$ cat src/rtl/seq_alu.sv
// seq_alu: registered ALU with iterative multiply; iterative divide only when SEQ_ALU_DIV_EN is defined.
// Latency: done in cycle 1 for single-cycle ops, in cycle WIDTH+1 for multiply/divide (cycle 0 samples start).
// Backpressure: start is ignored while busy; there is no queuing, the caller must wait for busy=0.
module seq_alu #(
  parameter int WIDTH = 32
) (
  input  logic             clk,
  input  logic             reset,
  input  logic             start,
  input  logic [3:0]       op,
  input  logic [WIDTH-1:0] a,
  input  logic [WIDTH-1:0] b,
  output logic [WIDTH-1:0] y,
  output logic             zero,
  output logic             busy,
  output logic             done,
  output logic             dz
);

  localparam logic [1:0] IDLE = 2'd0;
  localparam logic [1:0] CALC = 2'd1;
  localparam logic [1:0] DONE = 2'd2;
  localparam logic [6:0] LAST = 7'(WIDTH - 1);

  logic [1:0]         state;
  logic [3:0]         op_q;
  logic [WIDTH-1:0]   b_q;
  logic [2*WIDTH-1:0] acc;
  logic [6:0]         cnt;

  logic               accept;
  logic               is_multi;
  logic               fin_multi;
  logic               fin_single;
  logic [WIDTH-1:0]   s_y;
  logic               s_zero;
  logic [WIDTH:0]     mul_sum;
  logic [2*WIDTH-1:0] mul_next;
  logic [2*WIDTH-1:0] step_next;
  logic [WIDTH-1:0]   m_y;

  assign busy       = (state == CALC);
  assign done       = (state == DONE);
  assign accept     = start && (state != CALC);
  assign fin_multi  = (state == CALC) && (cnt == LAST);
  assign fin_single = accept && !is_multi;

  // Shift-add multiply: acc = {partial high, multiplier remaining}, one bit retired per cycle.
  always_comb begin
    mul_sum  = {1'b0, acc[2*WIDTH-1:WIDTH]} + (acc[0] ? {1'b0, b_q} : {(WIDTH+1){1'b0}});
    mul_next = {mul_sum, acc[WIDTH-1:1]};
  end

`ifdef SEQ_ALU_DIV_EN
  logic [WIDTH:0]     rem_sh;
  logic [WIDTH:0]     rem_diff;
  logic [2*WIDTH-1:0] div_next;
  logic               s_dz;

  // Restoring divide: acc = {remainder, dividend/quotient}; the borrow bit of the trial
  // subtraction decides restore vs. keep and is the inverted quotient bit.
  always_comb begin
    rem_sh   = {acc[2*WIDTH-1:WIDTH], acc[WIDTH-1]};
    rem_diff = rem_sh - {1'b0, b_q};
    div_next = {(rem_diff[WIDTH] ? rem_sh[WIDTH-1:0] : rem_diff[WIDTH-1:0]),
                acc[WIDTH-2:0], ~rem_diff[WIDTH]};
  end

  assign step_next = op_q[1] ? div_next : mul_next;
`else
  assign step_next = mul_next;
`endif

  always_comb begin
    case (op_q)
      4'b1000: m_y = step_next[WIDTH-1:0];
      4'b1001: m_y = step_next[2*WIDTH-1:WIDTH];
`ifdef SEQ_ALU_DIV_EN
      4'b1010: m_y = step_next[WIDTH-1:0];
      4'b1011: m_y = step_next[2*WIDTH-1:WIDTH];
`endif
      default: m_y = '0;
    endcase
  end

  always_comb begin
    s_y      = '0;
    s_zero   = 1'b0;
    is_multi = 1'b0;
`ifdef SEQ_ALU_DIV_EN
    s_dz     = 1'b0;
`endif
    case (op)
      4'b0000: s_y = b;
      4'b0001: s_y = a | b;
      4'b0010: s_y = a + b;
      4'b0011: s_y = a - b;
      4'b0110: s_zero = (a == b);
      4'b0111: s_y = a & b;
      4'b1000, 4'b1001: is_multi = 1'b1;
`ifdef SEQ_ALU_DIV_EN
      4'b1010, 4'b1011: begin
        if (b == '0) begin
          s_dz = 1'b1;
          s_y  = op[0] ? a : '1;
        end else begin
          is_multi = 1'b1;
        end
      end
`endif
      default: s_y = '0;
    endcase
  end

  always_ff @(posedge clk) begin
    if (reset) begin
      state <= IDLE;
      y     <= '0;
      zero  <= 1'b0;
      op_q  <= '0;
      b_q   <= '0;
      acc   <= '0;
      cnt   <= '0;
    end else begin
      case (state)
        CALC: begin
          acc <= step_next;
          cnt <= cnt + 7'd1;
          if (fin_multi) begin
            state <= DONE;
            y     <= m_y;
            zero  <= 1'b0;
          end
        end
        default: begin
          if (accept) begin
            op_q <= op;
            b_q  <= b;
            acc  <= {{WIDTH{1'b0}}, a};
            cnt  <= '0;
            if (is_multi) begin
              state <= CALC;
            end else begin
              state <= DONE;
              y     <= s_y;
              zero  <= s_zero;
            end
          end else begin
            state <= IDLE;
          end
        end
      endcase
    end
  end

`ifdef SEQ_ALU_DIV_EN
  always_ff @(posedge clk) begin
    if (reset) begin
      dz <= 1'b0;
    end else if (fin_multi) begin
      dz <= 1'b0;
    end else if (fin_single) begin
      dz <= s_dz;
    end
  end
`else
  assign dz = 1'b0;
`endif

endmodule

$ cat config.mk
export PLATFORM = sky130hd
export DESIGN_NAME = seq_alu
export DESIGN_NICKNAME = d
export VERILOG_FILES = /design/src/rtl/seq_alu.sv
export SDC_FILE = /design/constraint.sdc
export NUM_CORES = 1
export LEC_CHECK = 0
export ABC_AREA = 1
export CORE_MARGIN = 4
export CORE_UTILIZATION = 64
export CTS_BUF_LIST = sky130_fd_sc_hd__clkbuf_4 sky130_fd_sc_hd__clkbuf_8 sky130_fd_sc_hd__clkbuf_16
export DETAILED_ROUTE_END_ITERATION = 8
export DONT_BUFFER_PORTS = 1
export PLACE_DENSITY = 0.8
export SETUP_SLACK_MARGIN = 0.4
export SLEW_MARGIN = 40
export SYNTH_ARGS = -nofsm -noshare
export SYNTH_HDL_FRONTEND = slang
export SYNTH_SLANG_ARGS = --single-unit
$ cat constraint.sdc
create_clock -name clk -period 4.01 [get_ports clk]
set_input_delay 0.802 -clock clk [delete_from_list [all_inputs] [get_ports clk]]
set_output_delay 0.802 -clock clk [all_outputs]
set_load 0.005 [all_outputs]
# After elaboration in Yosys (flattened, before gate mapping)
# Index checks and enable logic that the tools add are counted.
word_totals:
  elab_cells: 58
  inputBits: 71
  reg_bits: 142
  output_inout_bits: 36
classes:
  eq_ne: 16
  bitwise: 3
  add_sub_neg: 4
  muxes: 21
  n_reduce_logical: 7
op_table:
  columns: ["op", "n"]
  rows:
  - ["32-bit 2-to-1 mux", 5]
  - ["32-bit one-hot mux with 5 select lines", 1]
  - ["64-bit 2-to-1 mux", 2]
  - ["32-bit one-hot mux with 2 select lines", 1]
  - ["32-bit by 32-bit adder with 33-bit output", 1]
  - ["32-bit adder", 1]
  - ["32-bit bitwise AND", 1]
  - ["32-bit equality test", 1]
  - ["32-bit bitwise OR", 1]
  - ["32-bit subtractor", 1]
  - ["4-bit equality test (second input constant)", 4]
  - ["7-bit 2-to-1 mux", 2]
  - ["4-bit by 2-bit equality test with 1-bit output (second input constant)", 2]
  - ["4-bit by 3-bit equality test with 1-bit output (second input constant)", 2]
  - ["2-bit 2-to-1 mux", 4]
  - ["7-bit by 1-bit adder with 7-bit output (second input constant)", 1]
  - ["7-bit by 5-bit equality test with 1-bit output (second input constant)", 1]
  - ["1-bit 2-to-1 mux", 6]
  - ["4-bit by 1-bit equality test with 1-bit output (second input constant)", 1]
  - ["4-bit logical NOT", 1]
  - ["2-bit by 1-bit != test with 1-bit output (second input constant)", 2]
  - ["3-bit AND reduction", 1]
  - ["2-bit by 1-bit equality test with 1-bit output (second input constant)", 1]
  - ["2-bit equality test (second input constant)", 1]
  - ["6 further kinds", 7]

# Logic depth before layout (Yosys ltp)
logic_depth:
  ltp_word: 6
  mapped_depth: 22

# Worst setup path before layout
# No wires, ideal clock.
synth_timing:
  path_kind: "flip-flop to flip-flop"
  startpoint: "register acc[0]"
  endpoint: "register y[15]"
  n_path_buf: 2
  path_stages_with_launch: 22
  setup_ns: 0.117
  required_ns: 3.893
  t_arrival_ns: 2.449
  slack_ns: 1.444
  path_cell_list: "dfxtp_1 > clkbuf_1 > clkbuf_1 > nand2_1 > inv_1 > ha_1 > inv_1 > fa_1 > inv_1 > nand3_1 > nand2_2 > nand2_1 > nand2_1 > nand2_1 > nand2_1 > nand2_1 > nand3_1 > nand2_1 > nand3_1 > nand2_1 > a21oi_1 > nor2_1"
synth_between:
  elab_chain_cells: 5
synth_rtl:
  columns: ["item", "line_no", "source"]
  rows:
  - ["start: declaration", "28", "logic [2*WIDTH-1:0] acc;"]
  - ["start signal: assignment", "127", "acc <= step_next;"]
  - ["start signal: assignment", "139", "acc <= {{WIDTH{1'b0}}, a};"]
  - ["32-bit 2-to-1 mux", "50", "mul_sum = {1'b0, acc[2*WIDTH-1:WIDTH]} + (acc[0] ? {1'b0, b_q} : {(WIDTH+1){1'b0}});"]
  - ["32-bit by 32-bit adder with 33-bit output", "50", null]
  - ["32-bit one-hot mux with 2 select lines", "75", "case (op_q)"]
  - ["32-bit 2-to-1 mux", "129", "if (fin_multi) begin"]
  - ["32-bit 2-to-1 mux", "125", "case (state)"]
  - ["end signal: assignment", "131", "y <= m_y;"]
  - ["end signal: assignment", "145", "y <= s_y;"]
  - ["end: declaration", "13", "output logic [WIDTH-1:0] y,"]
# Every way passes these cells. The select of a mux whose other input is x is not followed.
# A chain may end at the register's enable or synchronous reset.

# Worst setup path in the final report
layout_timing:
  startpoint: "register acc[0]"
  endpoint: "register y[29]"
# Same word-level chain as after synthesis.

==> results.json <==
{
  "antenna_found_initial": 0,
  "ys.flop_type": "dfxtp_1",
  "wl_per_cell_um": 18.72,
  "htree_levels": 4,
  "place.gp.congestion": 1.027,
  "core_area_um2": 22780,
  "grt_pass1_wl_um": 83420,
  "peakVddDrop_uv": 322.8,
  "skew_ns": 0.01275,
  "slowest_stage": "fa_1",
  "synth_edf_count": 0,
  "cp_data_required_time_ns": 4.36,
  "num_vias": 16950,
  "initial_utilization_pct": 65.39,
  "hold_depth": 1,
  "vias_per_cell": 5.878,
  "rows": 55,
  "yosys.area.top_type_share_pct": 20.31,
  "synthArstFlopShare_pct": 0,
  "status": "completed",
  "hold_viol": 0,
  "io_pins": 107,
  "grt_pass1_vias": 15850,
  "yosysWarnings": 0,
  "yosys.area.top_type": "nand2_1",
  "fin_crit_ns": 3.021,
  "diodes": 0,
  "reg2reg_from": "acc[0]",
  "dp.final_hpwl_um": 41890,
  "die_h_um": 160.6,
  "totalPowerFinal_w": 0.004487,
  "cts_sinks": 142,
  "drtAntennaViolNets": 0,
  "r2r_slack_ns": 0.99,
  "hold_class": "input port to flop",
  "cp_common_cell": "nand2_1",
  "drt_iter0_drc": 2026,
  "hold_buffers": 0,
  "ys_seq_area_share_pct": 19.09,
  "netlist_area_um2": 14890,
  "crit_family": "simple AND/OR/NAND/NOR gates",
  "wl_um": 53970,
  "die_area_um2": 25780,
  "grt_overflow": 0,
  "grtUsageTotal_pct": 40.24,
  "min_to": "acc[39]",
  "area_growth_syn_to_layout_pct": 4.914,
  "clk_path_buf_depth": 2,
  "fmaxAchievable_mhz": 331.0,
  "ys_types": 50,
  "synthTopCellsByArea": "nand2_1, dfxtp_1, inv_1",
  "clock_latency_ns": 0.43,
  "rsz0062_at_grt": "false",
  "p_leak_nw": 8.622,
  "die_x_um": 160.6,
  "setup-tns-final_ns": 0,
  "r2r-end": "y[29]",
  "cp_max_fo": 33,
  "root_buffer": "clkbuf_16",
  "start_kind": "flop",
  "portBuffers": 0,
  "synthCells": 2621,
  "synth-seq-cells": 142,
  "setup_viol": 0,
  "layout-drive-gt1-share_pct": 3.930,
  "drc": 0,
  "worstSetupPathType": "flop to flop",
  "power.density_nw_per_um2": 287.1,
  "maxCapViolations": 0,
  "endpoint_kind": "flop",
  "first_pass_iters": 9,
  "arrival_ns": 3.37,
  "cts_tree": "built",
  "slew_viol_final": 0,
  "worst_pin_slew_ns": 0.8381,
  "yosys-top-cells-count": "nand2_1, inv_1, nor2_1",
  "avgSynthCellArea_um2": 5.683,
  "nFillCells": 2075,
  "cts_buffers": 17,
  "post_cts_buffers": 0,
  "grt_max_degree": 77,
  "slew-limit-headroom_pct": 44.07,
  "min-delay-start": "reset",
  "cp_cell_sequence": "buf_4 -> nand2_1 -> inv_1 -> ha_1 -> inv_1 -> fa_1 -> inv_1 -> nand3_1 -> nand2_2 -> nand2_1 -> nand2_1 -> nand2_1 -> nand2_1 -> nand2_1 -> nand2_1 -> nand2_1 -> nand2_1 -> nand3_1 -> nand2_1 -> inv_1 -> a21oi_1",
  "synth.most_common_cell": "nand2_1",
  "regArea_um2": 2843,
  "max_stage_delay_ns": 0.39,
  "crit_buf_inv": 5,
  "ctsResizeCount": 0,
  "nets": 2767,
  "worst_r2r_path_depth": 21,
  "synth_nets": 2830,
  "post-route-period-util_pct": 75.34,
  "clkTransAtPathRegs_ns": 0.06,
  "multi_input_area_um2": 9684
}
power breakdown:
group	leakage [nW]	internal, W	switching (W)	total [W]
Clock	0.314	0.00114	0.000634	0.00177
Combinational	7.14	0.000334	0.000822	0.00116
Sequential	1.17	0.00149	0.0000657	0.00156
Total	8.62	0.00297	0.00152	0.00449
state kept, by name (all words and copies together) (netlist names):
signal / count
acc: 64
b_q: 32
y: 32
cnt: 7
op_q: 4
state: 2
zero: 1
per-stage QoR:
step / util (%) / cell area (um^2) / cells / setup slack [ns] / hold slack [ns]
final: 68.60 / 15630 / 2883 / 0.9887 / 0.4384
after detailed placement: 65.75 / 14980 / 2852 / 0.7873 / 0.4509
after CTS: 68.60 / 15630 / 2883 / 1.043 / 0.4367
after global routing: 68.60 / 15630 / 2883 / 0.7541 / 0.4359
after global placement: 65.73 / 14970 / 2852 / 0.7673 / 0.4407
after floorplan: - / 14890 / 2621 / 1.444 / 0.4303
per-layer routing:
| metal | track usage, % | part of all wire [%] | wire length, um | up-vias |
|---|---|---|---|---|
| met1 | 47.78 | 37 | 20200 | 7540 |
| met3 | 11.50 | 12 | 6461 | 252 |
| met5 | 0 | 0 | 0 | - |
| met2 | 64.12 | 43 | 23250 | 1050 |
| met4 | 25.07 | 7.5 | 4059 | 0 |
| li1 | - | - | - | 8103 |
worst max-delay path by stage:
stage / from / to / slack (ns) / cells past startpoint
after floorplan: acc[0] / y[15] / 1.44 / 21
after global placement: a[0] / y[16] / 0.77 / 15
after detailed placement: a[0] / y[16] / 0.79 / 15
after CTS: acc[0] / y[29] / 1.04 / 21
after global routing: acc[0] / y[29] / 0.75 / 21
final: acc[0] / y[29] / 0.99 / 21
logic make-up after synthesis:
| kind of cell | share of synthesized area, % |
|---|---|
| compound gates | 16.78 |
| simple gates | 35.97 |
| fa+ha+maj | 11.74 |
| other cells | 0.02518 |
| flops | 19.09 |
| xor+xnor | 0.4116 |
| buf+inv | 15.98 |
final cells by class:
type                    count  area share, %
repair buffers             16         0.8487
multi-input cells        1869          61.97
clock inverters            10          1.201
well taps                 313          2.506
clock buffers              21          2.955
inverters                 512          12.32
flip-flops and latches    142          18.19
placed cells by master, fill, tap and decap left out, types with 17 or more instances in the layout:
cell type | Yosys | final
nand3_1 | 177 | 177
inv_1 | 502 | 500
a31oi_1 | 24 | 24
dfxtp_1 | 142 | 142
a221oi_1 | 20 | 20
nand2_1 | 806 | 805
nor3_1 | 18 | 18
a21oi_1 | 183 | 183
o21ai_0 | 131 | 131
clkbuf_16 | 0 | 17
nand4_1 | 26 | 26
ha_1 | 135 | 135
nor2_1 | 205 | 203
Note: power is estimated with default switching activity, not from simulation.
